===== config.mk =====
export PLATFORM = sky130hd
export DESIGN_NAME = nn_fifo_arbiter_flat
export DESIGN_NICKNAME = d
export VERILOG_FILES = /design/src/rtl/nn_fifo_arbiter_if.sv /design/src/rtl/nn_fifo_arbiter.sv /design/src/flat_wrapper.sv
export SDC_FILE = /design/constraint.sdc
export NUM_CORES = 1
export LEC_CHECK = 0
export ABC_CLOCK_PERIOD_IN_PS = 3700
export BUFFER_PORTS_ARGS = -buffer_cell sky130_fd_sc_hd__buf_2
export CORE_MARGIN = 4
export CORE_UTILIZATION = 45
export CTS_CLUSTER_DIAMETER = 100
export DETAILED_ROUTE_END_ITERATION = 6
export PLACE_DENSITY = 0.79
export SLEW_MARGIN = 20
export SYNTH_ARGS = -nofsm -noshare
export SYNTH_HDL_FRONTEND = slang
export SYNTH_SLANG_ARGS = --single-unit

===== constraint.sdc =====
create_clock -name clk -period 3.7 [get_ports clk]
set_input_delay 0.925 -clock clk [delete_from_list [all_inputs] [get_ports clk]]
set_output_delay 0.925 -clock clk [all_outputs]
set_load 0.02 [all_outputs]

===== src/rtl/nn_fifo_arbiter_if.sv =====
// Bus bundle between the NN FIFO arbiter and its neighbours: wishbone slave
// side, NN core consumer side, and the strobes to the 8-deep input FIFO.
// Optional watermark signals exist only when NN_FIFO_WATERMARK_EN is defined.
interface nn_fifo_arbiter_if #(
    parameter int DATA_W = 32,
    parameter int CNT_W  = 4
);
    logic              wb_cyc_i;
    logic              wb_stb_i;
    logic              wb_we_i;
    logic [DATA_W-1:0] wb_dat_i;
    logic [DATA_W-1:0] wb_dat_o;
    logic              wb_ack_o;
    logic              rd_req_i;
    logic              rd_valid_o;
    logic [DATA_W-1:0] rd_data_o;
    logic              flush_i;
    logic              fifo_ce_o;
    logic              fifo_we_o;
    logic              fifo_rst_o;
    logic [DATA_W-1:0] fifo_wdata_o;
    logic [DATA_W-1:0] fifo_rdata_i;
`ifdef NN_FIFO_WATERMARK_EN
    logic              almost_full_o;
    logic [CNT_W-1:0]  level_o;
`endif

    modport slave (
        input  wb_cyc_i, wb_stb_i, wb_we_i, wb_dat_i,
        output wb_dat_o, wb_ack_o,
        input  rd_req_i,
        output rd_valid_o, rd_data_o,
        input  flush_i,
        output fifo_ce_o, fifo_we_o, fifo_rst_o, fifo_wdata_o,
        input  fifo_rdata_i
`ifdef NN_FIFO_WATERMARK_EN
        , output almost_full_o, level_o
`endif
    );

    modport master (
        output wb_cyc_i, wb_stb_i, wb_we_i, wb_dat_i,
        input  wb_dat_o, wb_ack_o,
        output rd_req_i,
        input  rd_valid_o, rd_data_o,
        output flush_i,
        input  fifo_ce_o, fifo_we_o, fifo_rst_o, fifo_wdata_o,
        output fifo_rdata_i
`ifdef NN_FIFO_WATERMARK_EN
        , input almost_full_o, level_o
`endif
    );
endinterface


===== src/rtl/nn_fifo_arbiter.sv =====
// Arbiter in front of the NN datapath input FIFO. The FIFO has one (ce, we)
// pair, so writes from wishbone and pops from the NN core are serialised
// here, round-robin when both are ready, with at least two cycles between
// FIFO operations. This block owns the occupancy count; the FIFO's own
// count/full outputs are not trusted.
// Optional: define NN_FIFO_WATERMARK_EN for almost_full_o / level_o and
// almost_full reported in status bit 8.
//
// state   | meaning
// IDLE    | waiting; arbitrate flush > status > write/read
// WR      | FIFO write strobe, wishbone ack
// RD      | FIFO read strobe
// RD_DATA | FIFO output settling; word captured and delivered at end
// STAT    | wishbone status ack with count
// FLUSH   | FIFO reset pulse, count cleared
module nn_fifo_arbiter #(
    parameter int DATA_W  = 32,
    parameter int DEPTH   = 8,
    parameter int CNT_W   = 4
`ifdef NN_FIFO_WATERMARK_EN
    , parameter int HI_MARK = 6
`endif
) (
    input  logic              clk,
    input  logic              rst,
    nn_fifo_arbiter_if.slave  bus
);

    typedef enum logic [2:0] {
        IDLE, WR, RD, RD_DATA, STAT, FLUSH
    } state_t;

    localparam logic [CNT_W-1:0] DEPTH_C = CNT_W'(DEPTH);
    localparam logic             G_READ  = 1'b0;
    localparam logic             G_WRITE = 1'b1;

    state_t            state;
    logic [CNT_W-1:0]  count;
    logic              last_grant;
    logic              wb_wr, wb_rd, wr_ok, rd_ok;
    logic [DATA_W-1:0] stat_word;

    // Request decode and status word assembly
    always_comb begin
        wb_wr     = bus.wb_cyc_i & bus.wb_stb_i & bus.wb_we_i;
        wb_rd     = bus.wb_cyc_i & bus.wb_stb_i & ~bus.wb_we_i;
        wr_ok     = wb_wr & (count < DEPTH_C);
        rd_ok     = bus.rd_req_i & (count != '0);
        stat_word = DATA_W'(count);
`ifdef NN_FIFO_WATERMARK_EN
        stat_word[8] = bus.almost_full_o;
`endif
    end

    // Sequencer: outputs are set on the grant edge so every strobe is a
    // registered single-cycle pulse during the corresponding state
    always_ff @(posedge clk or posedge rst) begin
        if (rst) begin
            state            <= IDLE;
            count            <= '0;
            last_grant       <= G_READ;
            bus.wb_dat_o     <= '0;
            bus.wb_ack_o     <= 1'b0;
            bus.rd_valid_o   <= 1'b0;
            bus.rd_data_o    <= '0;
            bus.fifo_ce_o    <= 1'b0;
            bus.fifo_we_o    <= 1'b0;
            bus.fifo_rst_o   <= 1'b0;
            bus.fifo_wdata_o <= '0;
        end else begin
            bus.wb_ack_o   <= 1'b0;
            bus.rd_valid_o <= 1'b0;
            bus.fifo_ce_o  <= 1'b0;
            bus.fifo_we_o  <= 1'b0;
            bus.fifo_rst_o <= 1'b0;
            case (state)
                IDLE: begin
                    if (bus.flush_i) begin
                        state          <= FLUSH;
                        bus.fifo_rst_o <= 1'b1;
                        count          <= '0;
                        last_grant     <= G_READ;
                    end else if (wb_rd) begin
                        state        <= STAT;
                        bus.wb_ack_o <= 1'b1;
                        bus.wb_dat_o <= stat_word;
                    end else if (wr_ok && (!rd_ok || last_grant == G_READ)) begin
                        state            <= WR;
                        bus.fifo_ce_o    <= 1'b1;
                        bus.fifo_we_o    <= 1'b1;
                        bus.fifo_wdata_o <= bus.wb_dat_i;
                        bus.wb_ack_o     <= 1'b1;
                        count            <= count + CNT_W'(1);
                        last_grant       <= G_WRITE;
                    end else if (rd_ok) begin
                        state         <= RD;
                        bus.fifo_ce_o <= 1'b1;
                        count         <= count - CNT_W'(1);
                        last_grant    <= G_READ;
                    end
                end
                RD:      state <= RD_DATA;
                // FIFO data_o has updated by now; deliver regardless of rd_req_i
                RD_DATA: begin
                    state          <= IDLE;
                    bus.rd_valid_o <= 1'b1;
                    bus.rd_data_o  <= bus.fifo_rdata_i;
                end
                default: state <= IDLE;
            endcase
        end
    end

`ifdef NN_FIFO_WATERMARK_EN
    // Watermark flag trails count by one cycle
    always_ff @(posedge clk or posedge rst) begin
        if (rst) bus.almost_full_o <= 1'b0;
        else     bus.almost_full_o <= (count >= CNT_W'(HI_MARK));
    end

    assign bus.level_o = count;
`endif

endmodule

===== src/flat_wrapper.sv =====
// flat-port wrapper written by rule: the top's interface ports become plain ports
module nn_fifo_arbiter_flat 
#(
    parameter int DATA_W  = 32,
    parameter int DEPTH   = 8,
    parameter int CNT_W   = 4

)
  (clk, rst, bus_wb_cyc_i, bus_wb_stb_i, bus_wb_we_i, bus_wb_dat_i, bus_wb_dat_o, bus_wb_ack_o, bus_rd_req_i, bus_rd_valid_o, bus_rd_data_o, bus_flush_i, bus_fifo_ce_o, bus_fifo_we_o, bus_fifo_rst_o, bus_fifo_wdata_o, bus_fifo_rdata_i);
  nn_fifo_arbiter_if #(.DATA_W(DATA_W), .CNT_W(CNT_W)) bus_i ();
  input  logic clk;
  input  logic rst;
  input wire logic [$bits(bus_i.wb_cyc_i)-1:0] bus_wb_cyc_i;
  input wire logic [$bits(bus_i.wb_stb_i)-1:0] bus_wb_stb_i;
  input wire logic [$bits(bus_i.wb_we_i)-1:0] bus_wb_we_i;
  input wire logic [$bits(bus_i.wb_dat_i)-1:0] bus_wb_dat_i;
  output wire logic [$bits(bus_i.wb_dat_o)-1:0] bus_wb_dat_o;
  output wire logic [$bits(bus_i.wb_ack_o)-1:0] bus_wb_ack_o;
  input wire logic [$bits(bus_i.rd_req_i)-1:0] bus_rd_req_i;
  output wire logic [$bits(bus_i.rd_valid_o)-1:0] bus_rd_valid_o;
  output wire logic [$bits(bus_i.rd_data_o)-1:0] bus_rd_data_o;
  input wire logic [$bits(bus_i.flush_i)-1:0] bus_flush_i;
  output wire logic [$bits(bus_i.fifo_ce_o)-1:0] bus_fifo_ce_o;
  output wire logic [$bits(bus_i.fifo_we_o)-1:0] bus_fifo_we_o;
  output wire logic [$bits(bus_i.fifo_rst_o)-1:0] bus_fifo_rst_o;
  output wire logic [$bits(bus_i.fifo_wdata_o)-1:0] bus_fifo_wdata_o;
  input wire logic [$bits(bus_i.fifo_rdata_i)-1:0] bus_fifo_rdata_i;
  assign bus_i.wb_cyc_i = bus_wb_cyc_i;
  assign bus_i.wb_stb_i = bus_wb_stb_i;
  assign bus_i.wb_we_i = bus_wb_we_i;
  assign bus_i.wb_dat_i = bus_wb_dat_i;
  assign bus_wb_dat_o = bus_i.wb_dat_o;
  assign bus_wb_ack_o = bus_i.wb_ack_o;
  assign bus_i.rd_req_i = bus_rd_req_i;
  assign bus_rd_valid_o = bus_i.rd_valid_o;
  assign bus_rd_data_o = bus_i.rd_data_o;
  assign bus_i.flush_i = bus_flush_i;
  assign bus_fifo_ce_o = bus_i.fifo_ce_o;
  assign bus_fifo_we_o = bus_i.fifo_we_o;
  assign bus_fifo_rst_o = bus_i.fifo_rst_o;
  assign bus_fifo_wdata_o = bus_i.fifo_wdata_o;
  assign bus_i.fifo_rdata_i = bus_fifo_rdata_i;
  nn_fifo_arbiter #(.DATA_W(DATA_W), .DEPTH(DEPTH), .CNT_W(CNT_W)) u_core (.clk(clk), .rst(rst), .bus(bus_i));
endmodule

==> key figures, run 1 <==
Run status
  – Status: completed

Setup path
  – End of the worst register-to-register path: u_core.count[3]$_DFFE_PP0P_
  – Critical path capture point type: flop
  – Crit-path max FO: 6
  – Number of cells on the worst reg-to-reg path: 7
  – CP arrival: between 2000 and 3000 ps
  – Critical path class: in2reg
  – Reg-to-Reg Start: u_core.count[0]$_DFFE_PP0P_
  – Critical Path RT: between 3000 and 4000 ps
  – Critical Path Sink: u_core.count[3]$_DFFE_PP0P_
  – Worst Setup SP: bus_wb_cyc_i
  – CP Launch Type: primary input
  – Flop-to-flop setup slack: about 1300 ps

Power
  – PwrDens: around 840 mW/mm2
  – IR drop worst, VDD: about 0.41 mV
  – Pleak: 2.29 nW

Detailed routing
  – Routed len/inst: ~13 um
  – Routed Wire Length: 7070 um
  – Via density: 4.62
  – ANT nets after route: 0
  – DRT Pass-1 Iters: 4
  – Vias: around 2500
  – DRC: 0
  – Drt initial violations: 66

Placed design
  – Placed cells: ~530
  – GP Congestion: 0.784
  – Number of port buffers: 143
  – Post-DP HPWL: 5490 um

Floorplan
  – Die X: between 90 and 100 um
  – Core Box Area: 0.00725 mm2
  – Site Rows: 31
  – Die height: 94.5 um
  – Die area: between 0.008 and 0.009 mm2
  – Initial core utilization: 46.4%
  – I/O pins: about 170

Final layout
  – Ant diodes: 0
  – Non-filler cells, final: about 550
  – Most frequent cells in the layout: 143 x buf_2, 102 x nand2_1, 81 x dfrtp_1
  – Commonest non-fill, non-tap cell in the layout: buf_2
  – Area growth, synth to finish: 27.3%
  – Footprint of the multi-input gates: between 0.001 and 0.0015 mm2
  – FF/Latch Area: ~0.002 mm2
  – Layout Nets: around 520
  – Layout cell share with drive strength beyond 1: approximately 44%
  – Fillers: between 600 and 700

CTS
  – Worst-Skew Late Latency: between 300 and 400 ps
  – CTS max path bufs: 2
  – Hold-fix buffers, CTS: 0
  – CTS H-tree lvls: 3
  – Post-cts resize count: 0
  – Clk pin slew, worst setup/hold paths: approximately 70 ps
  – # Post-CTS Setup Buffers: 0
  – TritonCTS clock tree: yes
  – TritonCTS Buffers: 9
  – Clock Tree Root: clkbuf_8
  – Clock sink total: 81

Global route
  – GRT Total Usage: between 10% and 20%
  – GR peak layer: met2
  – Met1 GRT Util: 19.0%
  – Vias in the first global route: 2535
  – Global-route wire length before repair: between 10000 and 15000 um
  – Met2 Use GR: between 20% and 30%
  – GR Overflow Total: 0
  – Antenna violations before repair: 0
  – Largest net degree at the start of global routing: 37
  – Routing usage on met3: under 10%

Timing
  – Setup_tns: 0 ps
  – Count of final setup violators: 0
  – Final Max Slew Viols: 0
  – Fmax: 0.419 GHz
  – Worst-case clock skew: around 8.3 ps
  – Fin crit share: roughly 64%
  – Slew at the pin closest to its max-slew limit: between 900 and 1000 ps
  – Relative slew slack: approximately a third
  – Unrepaired setup endpoints after global routing: no
  – Final hold vios: 0
  – Final Critical Period: about 2400 ps

Worst hold path
  – Worst Hold Class: reg2reg
  – Hold path start: u_core.bus.rd_data_o[5]$_DFFE_PP0P_

Yosys
  – Synth Register Bits: between 80 and 90
  – Post-Syn Instances: ~300
  – Leading area contributor after synthesis: dfrtp_1
  – Mapped Area: around 0.0034 mm2
  – Post-synth EDFFs: 0
  – Post-Syn Area per Cell: 11.3 um2
  – Post-synthesis async set-or-reset flop share: 100%
  – Sequential area share after synthesis: between 60% and 70%
  – Distinct cells, synth: 32
  – Top_reg_cell synth: dfrtp_1
  – Share of the synthesized area in the top cell type: between 60% and 70%
  – Yosys warning count: 0
  – Synth area leaders: dfrtp_1 60%, nand2_1 11%, mux2_2 11%

Run
  – Max-Cap Viols: 0
==> layer usage <==
layer	vias up	part of all wire (%)
li1	1205	-
met1	1200	41
met2	113	49
met3	10	8.8
met4	0	1.3
met5	-	0
==> sequential cells by signal, summed over array words and instances, names as in the netlist <==
| name | cells |
|---|---|
| u_core.state | 3 |
| u_core.bus.fifo_ce_o | 1 |
| u_core.bus.fifo_we_o | 1 |
| u_core.bus.wb_dat_o | 4 |
| u_core.bus.fifo_wdata_o | 32 |
| u_core.bus.fifo_rst_o | 1 |
| u_core.bus.rd_data_o | 32 |
| u_core.bus.rd_valid_o | 1 |
| u_core.last_grant | 1 |
| u_core.count | 4 |
| u_core.bus.wb_ack_o | 1 |
==> final cells by class <==
class,instances,share of cell area (%)
flip-flops and latches,81,47.3
repair buffers,147,17.4
inverters,6,0.555
clock inverters,4,1.63
well taps,99,2.89
multi-input cells,200,27.3
clock buffers,10,2.98
==> cell usage after synthesis (2+ instances only) <==
library cell and n:
nand2_1 102, dfrtp_1 81, mux2_2 34, buf_4 31, inv_1 6, o21ai_0 6, clkbuf_1 5, nor3_1 4
a21o_1 2, a21oi_1 2, and3b_1 2, ha_1 2
==> cell families (layout without fill, tap and decap cells) <==
| kind of cell | after synthesis | in the layout | synth area share (%) |
|---|---|---|---|
| AOI/OAI and AO/OA | 17 | 17 | 3.79 |
| xor gates and xnor gates | 1 | 1 | 0.260 |
| adders and majority gates | 3 | 3 | 1.34 |
| buffers and inverters | 43 | 167 | 8.25 |
| DFF | 81 | 81 | 60.2 |
| muxes | 34 | 34 | 11.4 |
| other | 1 | 28 | 0.111 |
| and+or+nand+nor | 117 | 117 | 14.7 |
==> how the worst min path moves through the flow <==
stage / to / slack [ps] / depth (start not counted)
finish: u_core.bus.rd_data_o[5]$_DFFE_PP0P_ / 470 / 2
global route: u_core.bus.rd_data_o[2]$_DFFE_PP0P_ / 500 / 2
CTS: u_core.bus.rd_data_o[5]$_DFFE_PP0P_ / 480 / 2
detailed placement: u_core.bus.rd_data_o[5]$_DFFE_PP0P_ / 460 / 2
global placement: u_core.bus.rd_data_o[1]$_DFFE_PP0P_ / 450 / 2
floorplan: u_core.last_grant$_DFFE_PP0P_ / 450 / 1
==> metrics by stage <==
stage / area [um2] / hold slack, ps / utilization, % / power (W) / setup slack [ps]
2_1_floorplan: 3470 / 450 / - / 0.00246 / 695
3_3_place_gp: 4090 / 454 / 56.4 / 0.00292 / 1030
3_5_place_dp: 4090 / 460 / 56.4 / 0.00298 / 985
4_1_cts: 4290 / 477 / 59.1 / 0.00364 / 1320
5_1_grt: 4290 / 496 / 59.1 / 0.00385 / 1190
6_report: 4290 / 472 / 59.1 / 0.00359 / 1310
==> critical path, cell delays in order <==
cell      delay [ps]
buf_2            100
nand4b_1         170
a21o_1           290
ha_1             310
a21oi_1          150
nor2b_1           70
or4b_1           460
o211ai_1         160
==> where the power goes <==
part / switching, W / total, W / internal, W / leakage [nW]
Clock: 0.000280 / 0.000650 / 0.000371 / 0.102
Combinational: 0.000899 / 0.00145 / 0.000551 / 1.22
Sequential: 0.000216 / 0.00149 / 0.00127 / 0.966
Note: power is estimated with default switching activity, not from simulation.
==> run 2, diff against run 1 <==
- ABC_CLOCK_PERIOD_IN_PS: 3700 -> 2100
- CORE_UTILIZATION: 45 -> 41
- PLACE_DENSITY: 0.79 -> 0.76
- clock period: 3.7 -> 2.1 ns (I/O delays scaled with it)
==> run 2 against run 1 <==
  * The run now ends with setup timing left
  * Final cell count grew 3.1%
  * Routed wire length grew 3.2%
  * Largest cell class unchanged
  * Clock skew grew 3.4 ps
  * Critical path type is now reg2reg
  * Critical path depth shrank 1
  * Core utilization shrank 2.5 points
==> key figures, run 2 (same netlist as run 1, synthesis figures left out) <==
Run status
  – Status: complete, but fails checks
  – Failing checks: setup timing

Power
  – PwrDens: 1450 mW/mm2 (+73%)
  – IR drop worst, VDD: 0.621 mV (+50%)
  – Pleak: 2.35 nW (+2.6%)

Detailed routing
  – Routed len/inst: 12.9 um (+0.13%)
  – DRC: 0 (unchanged)
  – ANT nets after route: 0 (unchanged)
  – Vias: 2552 (+0.95%)
  – Via density: 4.52 (-2.1%)
  – Drt initial violations: 59 (-11%)
  – DRT Pass-1 Iters: 5 (+1)
  – Routed Wire Length: 7300 um (+3.2%)

Setup path
  – Critical path class: reg2reg
  – Crit-path max FO: 4 (-2)
  – Critical Path RT: 2360 ps (-1590 ps)
  – CP Launch Type: flop
  – CP arrival: 2510 ps (-120 ps)
  – Critical path capture point type: flop
  – Flop-to-flop setup slack: -140 ps (-1460 ps)

Timing
  – Fin crit share: 107%
  – Setup_tns: -1620 ps (-1620 ps)
  – Unrepaired setup endpoints after global routing: yes
  – Final Critical Period: between 2000 and 2500 ps
  – Worst-case clock skew: 11.7 ps (+3.38 ps)
  – Relative slew slack: 56.8% (+23 points)
  – Count of final setup violators: 35 (+35)
  – Hold WS: 287 ps (-186 ps)
  – Final WS setup: -145 ps (-1460 ps)
  – Fmax: 0.445 GHz
  – Slew at the pin closest to its max-slew limit: 639 ps (-339 ps)
  – Final Max Slew Viols: 0 (unchanged)
  – Final hold vios: 0 (unchanged)

Final layout
  – Area growth, synth to finish: 31.8%
  – Commonest non-fill, non-tap cell in the layout: buf_2
  – Final non-filler cell area: 0.00444 mm2 (+3.5%)
  – Ant diodes: 0 (unchanged)
  – Layout cell share with drive strength beyond 1: 46.5% (+2.3 points)
  – Layout Nets: 531 (+2.3%)
  – Top Registers: u_core.bus.fifo_wdata_o x32, u_core.bus.rd_data_o x32
  – Most frequent cells in the layout: 143 x buf_2, 102 x nand2_1, 81 x dfrtp_1

Floorplan
  – Die X: 98.6 um (+4.4%)
  – Die height: 98.6 um (+4.4%)
  – Initial core utilization: 42.9% (-3.5 points)
  – Core Box Area: 0.00785 mm2 (+8.2%)
  – Site Rows: 32 (+3.2%)
  – I/O pins: 172 (unchanged)
  – Die area: 0.00973 mm2 (+8.9%)

CTS
  – CTS H-tree lvls: 3 (unchanged)
  – Worst-Skew Late Latency: 340 ps (about the same)
  – TritonCTS Buffers: 9 (unchanged)
  – CTS max path bufs: 2 (unchanged)
  – Clock sink total: 81 (unchanged)
  – TritonCTS clock tree: yes
  – Clk pin slew, worst setup/hold paths: 90 ps (+20 ps)
  – Clock Tree Root: clkbuf_8

Placed design
  – Placed Area: 0.00420 mm2 (+2.6%)
  – GP Congestion: 0.832 (+6.1%)
  – Number of port buffers: 143 (unchanged)
  – Post-DP HPWL: 5400 um (-1.5%)

Global route
  – Antenna violations before repair: 0 (unchanged)
  – Largest net degree at the start of global routing: 82 (+120%)
  – Vias in the first global route: 2523 (-0.47%)
  – GR Overflow Total: 0 (unchanged)
  – GRT Total Usage: 15.1% (-0.85 points)
  – Global-route wire length before repair: 12000 um (+7.0%)

Worst hold path
  – Worst Hold Class: in2async

Run
  – Max-Cap Viols: 0 (unchanged)
run 2: changes by cell type in the layout (fill, tap and decap cells not counted), moves of 2 or more:
cell / change
buf_12: +2
buf_4: +10
clkinv_2: -2
clkinvlp_4: +3
ha_1: -2
ha_4: +2
run 2: critical path, cell delays in order, from the launching register on:
cell	delay, ps
dfrtp_1	380
o41a_1	430
a21o_1	270
buf_4	160
buf_4	140
inv_1	150
fa_1	460
o21ai_0	170
run 2: final timing paths:
check                                                     endpoint  cells after the start                                start
max                                    u_core.count[1]$_DFFE_PP0P_                      7          u_core.count[2]$_DFFE_PP0P_
min                        u_core.bus.fifo_wdata_o[30]$_DFFE_PP0P_                      3                                  rst
max reg2reg                            u_core.count[1]$_DFFE_PP0P_                      7          u_core.count[2]$_DFFE_PP0P_
min reg2reg                    u_core.bus.rd_data_o[9]$_DFFE_PP0P_                      2  u_core.bus.rd_data_o[9]$_DFFE_PP0P_
max in group asynchronous            u_core.last_grant$_DFFE_PP0P_                      3                                  rst
min in group clk               u_core.bus.rd_data_o[7]$_DFFE_PP0P_                      3                  bus_fifo_rdata_i[7]
run 2: final cells by class:
cell class                      instances  area, um2
Clock buffer                           10        128
Tap cell                              102        128
Clock inverter                          6       67.6
Fill cell                             724       3410
Inverter                                6       26.3
Sequential cell                        81       2030
Multi-Input combinational cell        200       1200
Timing Repair Buffer                  159        861
run 2: report_power, final:
part | leakage [nW] | total, W | internal (W) | switching, W
clock | 0.0929 | 0.00111 | 0.000554 | 0.000557
combinational | 1.29 | 0.00273 | 0.00107 | 0.00166
sequential | 0.966 | 0.00258 | 0.00224 | 0.000337
run 2: metrics by stage:
| stage | total power, W | cells | util, % | worst slack [ps] |
|---|---|---|---|---|
| 2_1_floorplan | 0.00433 | 324 | - | -87.3 |
| 3_3_place_gp | 0.00524 | 546 | 53.5 | -52.9 |
| 3_5_place_dp | 0.00533 | 546 | 53.5 | -127 |
| 4_1_cts | 0.00647 | 562 | 56.0 | -126 |
| 5_1_grt | 0.00688 | 564 | 56.6 | -251 |
| 6_report | 0.00642 | 564 | 56.6 | -145 |
run 2: routing by layer:
metal / wire length, um / up-vias / global-route usage (%)
met5: 0 / - / 0
li1: - / 1233 / -
met1: 3020 / 1190 / 19.1
met3: 682 / 9 / 4.67
met4: 95 / 0 / 5.36
met2: 3500 / 120 / 24.6
run 2: repair_timing:
item                       in CTS  in global routing
pin swaps                       0                  3
buffers inserted                0                  2
gates resized for setup         1                  3
setup endpoints to repair       1                  2
hold buffers                    0                  0
==> run 3, diff against run 2 <==
- ABC_AREA: not set -> 1
- PLACE_DENSITY: 0.76 -> 0.75
==> run 3 against run 2 <==
  * The flow now finishes without violations
  * Combinational power shrank 5%
  * Clock power is essentially flat
  * Core utilization shrank 3.5 points
  * Clock-buffer cell count grew 2
  * Via count grew 11%
  * Critical path type unchanged
==> key figures, run 3 <==
Run status
  – Status: completed

Final layout
  – Non-filler cells, final: 642 (+14%)
  – Layout Nets: 606 (+14%)
  – Commonest non-fill, non-tap cell in the layout: nand2_1
  – Layout cell share with drive strength beyond 1: 32.2% (-14 points)
  – Fillers: 773 (+6.8%)
  – Ant diodes: 0 (unchanged)
  – Area growth, synth to finish: 25.3%
  – Top Registers: u_core.bus.fifo_wdata_o x32, u_core.bus.rd_data_o x32
  – Most frequent cells in the layout: 209 x nand2_1, 143 x buf_2, 81 x dfrtp_1

Yosys
  – Share of the synthesized area in the top cell type: 57.9% (-2.3 points)
  – Synth area leaders: dfrtp_1 58%, nand2_1 22%, buf_4 6.6%
  – Most common cell in the netlist: nand2_1
  – Mapped Area: 0.00350 mm2 (+3.9%)
  – Distinct cells, synth: 27 (-16%)
  – Yosys warning count: 0 (unchanged)
  – Synth top cells by count: 209 x nand2_1, 81 x dfrtp_1, 31 x buf_4
  – Post-Syn Instances: 389 (+31%)
  – Post-synth EDFFs: 0 (unchanged)
  – Synth Register Bits: 81 (unchanged)
  – Post-synthesis async set-or-reset flop share: 100% (unchanged)
  – Sequential area share after synthesis: 57.9% (-2.3 points)
  – Post-Syn Area per Cell: 9.00 um2 (-21%)
  – Top_reg_cell synth: dfrtp_1
  – Leading area contributor after synthesis: dfrtp_1

Placed design
  – Pre-CTS setup slack: 257 ps (+384 ps)
  – Number of port buffers: 143 (unchanged)
  – GP Congestion: 0.844 (+1.4%)
  – Placed cells: 626 (+15%)
  – Post-DP HPWL: 5700 um (+5.5%)

Detailed routing
  – DRT Pass-1 Iters: 4 (-1)
  – Vias: 2845 (+11%)
  – Drt initial violations: 81 (+37%)
  – Routed len/inst: 12.0 um (-7.5%)
  – Routed Wire Length: 7690 um (+5.3%)
  – ANT nets after route: 0 (unchanged)
  – Via density: 4.43 (-2.1%)
  – DRC: 0 (unchanged)

CTS
  – # Post-CTS Setup Buffers: 0 (unchanged)
  – Post-cts resize count: 0 (-1)
  – Worst-Skew Late Latency: 340 ps (about the same)
  – CTS H-tree lvls: 3 (unchanged)
  – TritonCTS Buffers: 9 (unchanged)
  – CTS max path bufs: 2 (unchanged)
  – Clock Tree Root: clkbuf_8
  – Clock sink total: 81 (unchanged)
  – Hold-fix buffers, CTS: 0 (unchanged)
  – TritonCTS clock tree: yes
  – Clk pin slew, worst setup/hold paths: 90 ps (about the same)

Timing
  – Hold WS: 296 ps (+9.57 ps)
  – Fmax: 0.591 GHz (+33%)
  – Unrepaired setup endpoints after global routing: no
  – Final WS setup: 407 ps (+552 ps)
  – Final Max Slew Viols: 0 (unchanged)
  – Setup_tns: 0 ps (+1620 ps)
  – Final Critical Period: 1690 ps (-552 ps)
  – Final hold vios: 0 (unchanged)
  – Fin crit share: 80.6% (-26 points)
  – Count of final setup violators: 0 (-100%)
  – Worst-case clock skew: 17.0 ps (+5.27 ps)

Setup path
  – Family with the most delay on the worst path: simple AND/OR/NAND/NOR gates
  – End of the worst register-to-register path: u_core.count[3]$_DFFE_PP0P_
  – Crit-path max FO: 6 (+2)
  – CP Cell Sequence: nor2_1, nand2_1, nand3_2, nand2_4, ha_1, nand2_1, nand2_1, a21o_1, inv_1, nand2_1, nand3_1, nand2_1
  – Critical path capture point type: flop
  – Critical path class: reg2reg
  – Buf/Inv on CP: 1 (-2)
  – CP arrival: 1930 ps (-580 ps)
  – CP dominant cell by count: nand2_1
  – Critical Path RT: 2340 ps (-20 ps)
  – Reg-to-Reg Start: u_core.count[2]$_DFFE_PP0P_
  – Flop-to-flop setup slack: 410 ps (+550 ps)
  – CP Launch Type: flop
  – Slowest-stage cell, CP: dfrtp_1
  – CP peak stage delay: 430 ps (-30 ps)
  – Number of cells on the worst reg-to-reg path: 12 (+5)

Floorplan
  – Die X: 100 um (+1.8%)
  – I/O pins: 172 (unchanged)
  – Initial core utilization: 42.4% (-0.53 points)
  – Die height: 100 um (+1.8%)
  – Core Box Area: 0.00826 mm2 (+5.2%)
  – Die area: 0.0101 mm2 (+3.6%)
  – Site Rows: 33 (+3.1%)

Global route
  – GRT Total Usage: 15.5% (+0.40 points)
  – Antenna violations before repair: 0 (unchanged)
  – GR Overflow Total: 0 (unchanged)
  – Vias in the first global route: 2807 (+11%)
  – Largest net degree at the start of global routing: 82 (unchanged)
  – Global-route wire length before repair: 12700 um (+5.9%)

Power
  – IR drop worst, VDD: 0.540 mV (-13%)
  – Pleak: 2.60 nW (+11%)
  – Total power: 0.00627 W (-2.4%)
  – PwrDens: 1430 mW/mm2 (-1.2%)

Run
  – Max-Cap Viols: 0 (unchanged)

Worst hold path
  – Worst Hold Class: in2async
[run 3: where the power goes]
group          internal (W)  switching [W]
combinational      0.000845        0.00175
clock              0.000583       0.000528
sequential          0.00222       0.000344
total               0.00365        0.00262
[run 3: kinds of logic after synthesis]
| logic type | share of synthesized area (%) |
|---|---|
| flops | 57.9 |
| simple gates | 28.0 |
| buf+inv | 10.6 |
| fa+ha+maj | 1.29 |
| xor+xnor | 0.250 |
| other cells | 0.107 |
| compound gates | 1.79 |
[run 3: per-layer routing]
metal  share of wire (%)  global-route usage (%)  wire length (um)  up-vias
li1                    -                       -                 -     1412
met1                  42                    20.4              3270     1279
met2                  46                    24.2              3510      140
met3                  10                    4.59               765       14
met4                 1.9                    5.91               146        0
met5                   0                       0                 0        -
[run 3: stage by stage]
step                      utilization, %  area, um2
after floorplan                        -       3600
after global placement              50.7       4190
after detailed placement            50.7       4190
after CTS                           53.1       4380
after global routing                53.1       4380
final                               53.1       4380
[run 3: how the worst max path moves through the flow]
stage	startpoint	endpoint	slack, ps	depth (start not counted)
2_1_floorplan	bus_wb_we_i	u_core.count[3]$_DFFE_PP0P_	500	11
3_3_place_gp	bus_wb_cyc_i	u_core.count[2]$_DFFE_PP0P_	340	8
3_5_place_dp	bus_wb_cyc_i	u_core.count[3]$_DFFE_PP0P_	260	12
4_1_cts	u_core.count[2]$_DFFE_PP0P_	u_core.count[3]$_DFFE_PP0P_	410	12
5_1_grt	u_core.count[3]$_DFFE_PP0P_	u_core.count[3]$_DFFE_PP0P_	290	12
6_report	u_core.count[2]$_DFFE_PP0P_	u_core.count[3]$_DFFE_PP0P_	410	12
[run 3: area by class of cell]
type | instances | area (um2) | share of cell area, %
multi-input cells | 276 | 1200 | 27.4
well taps | 105 | 131 | 3.00
inverters | 19 | 82.6 | 1.88
clock buffers | 12 | 145 | 3.31
repair buffers | 145 | 743 | 17.0
flip-flops and latches | 81 | 2030 | 46.2
clock inverters | 4 | 52.6 | 1.20
[run 3: worst reg2reg max path: stages (launching register included)]
cell     delay, ps
dfrtp_1        430
nor2_1         120
nand2_1         90
nand3_2        100
nand2_4         80
ha_1           270
nand2_1         70
nand2_1         60
a21o_1         170
inv_1           50
nand2_1         40
nand3_1         60
nand2_1         50
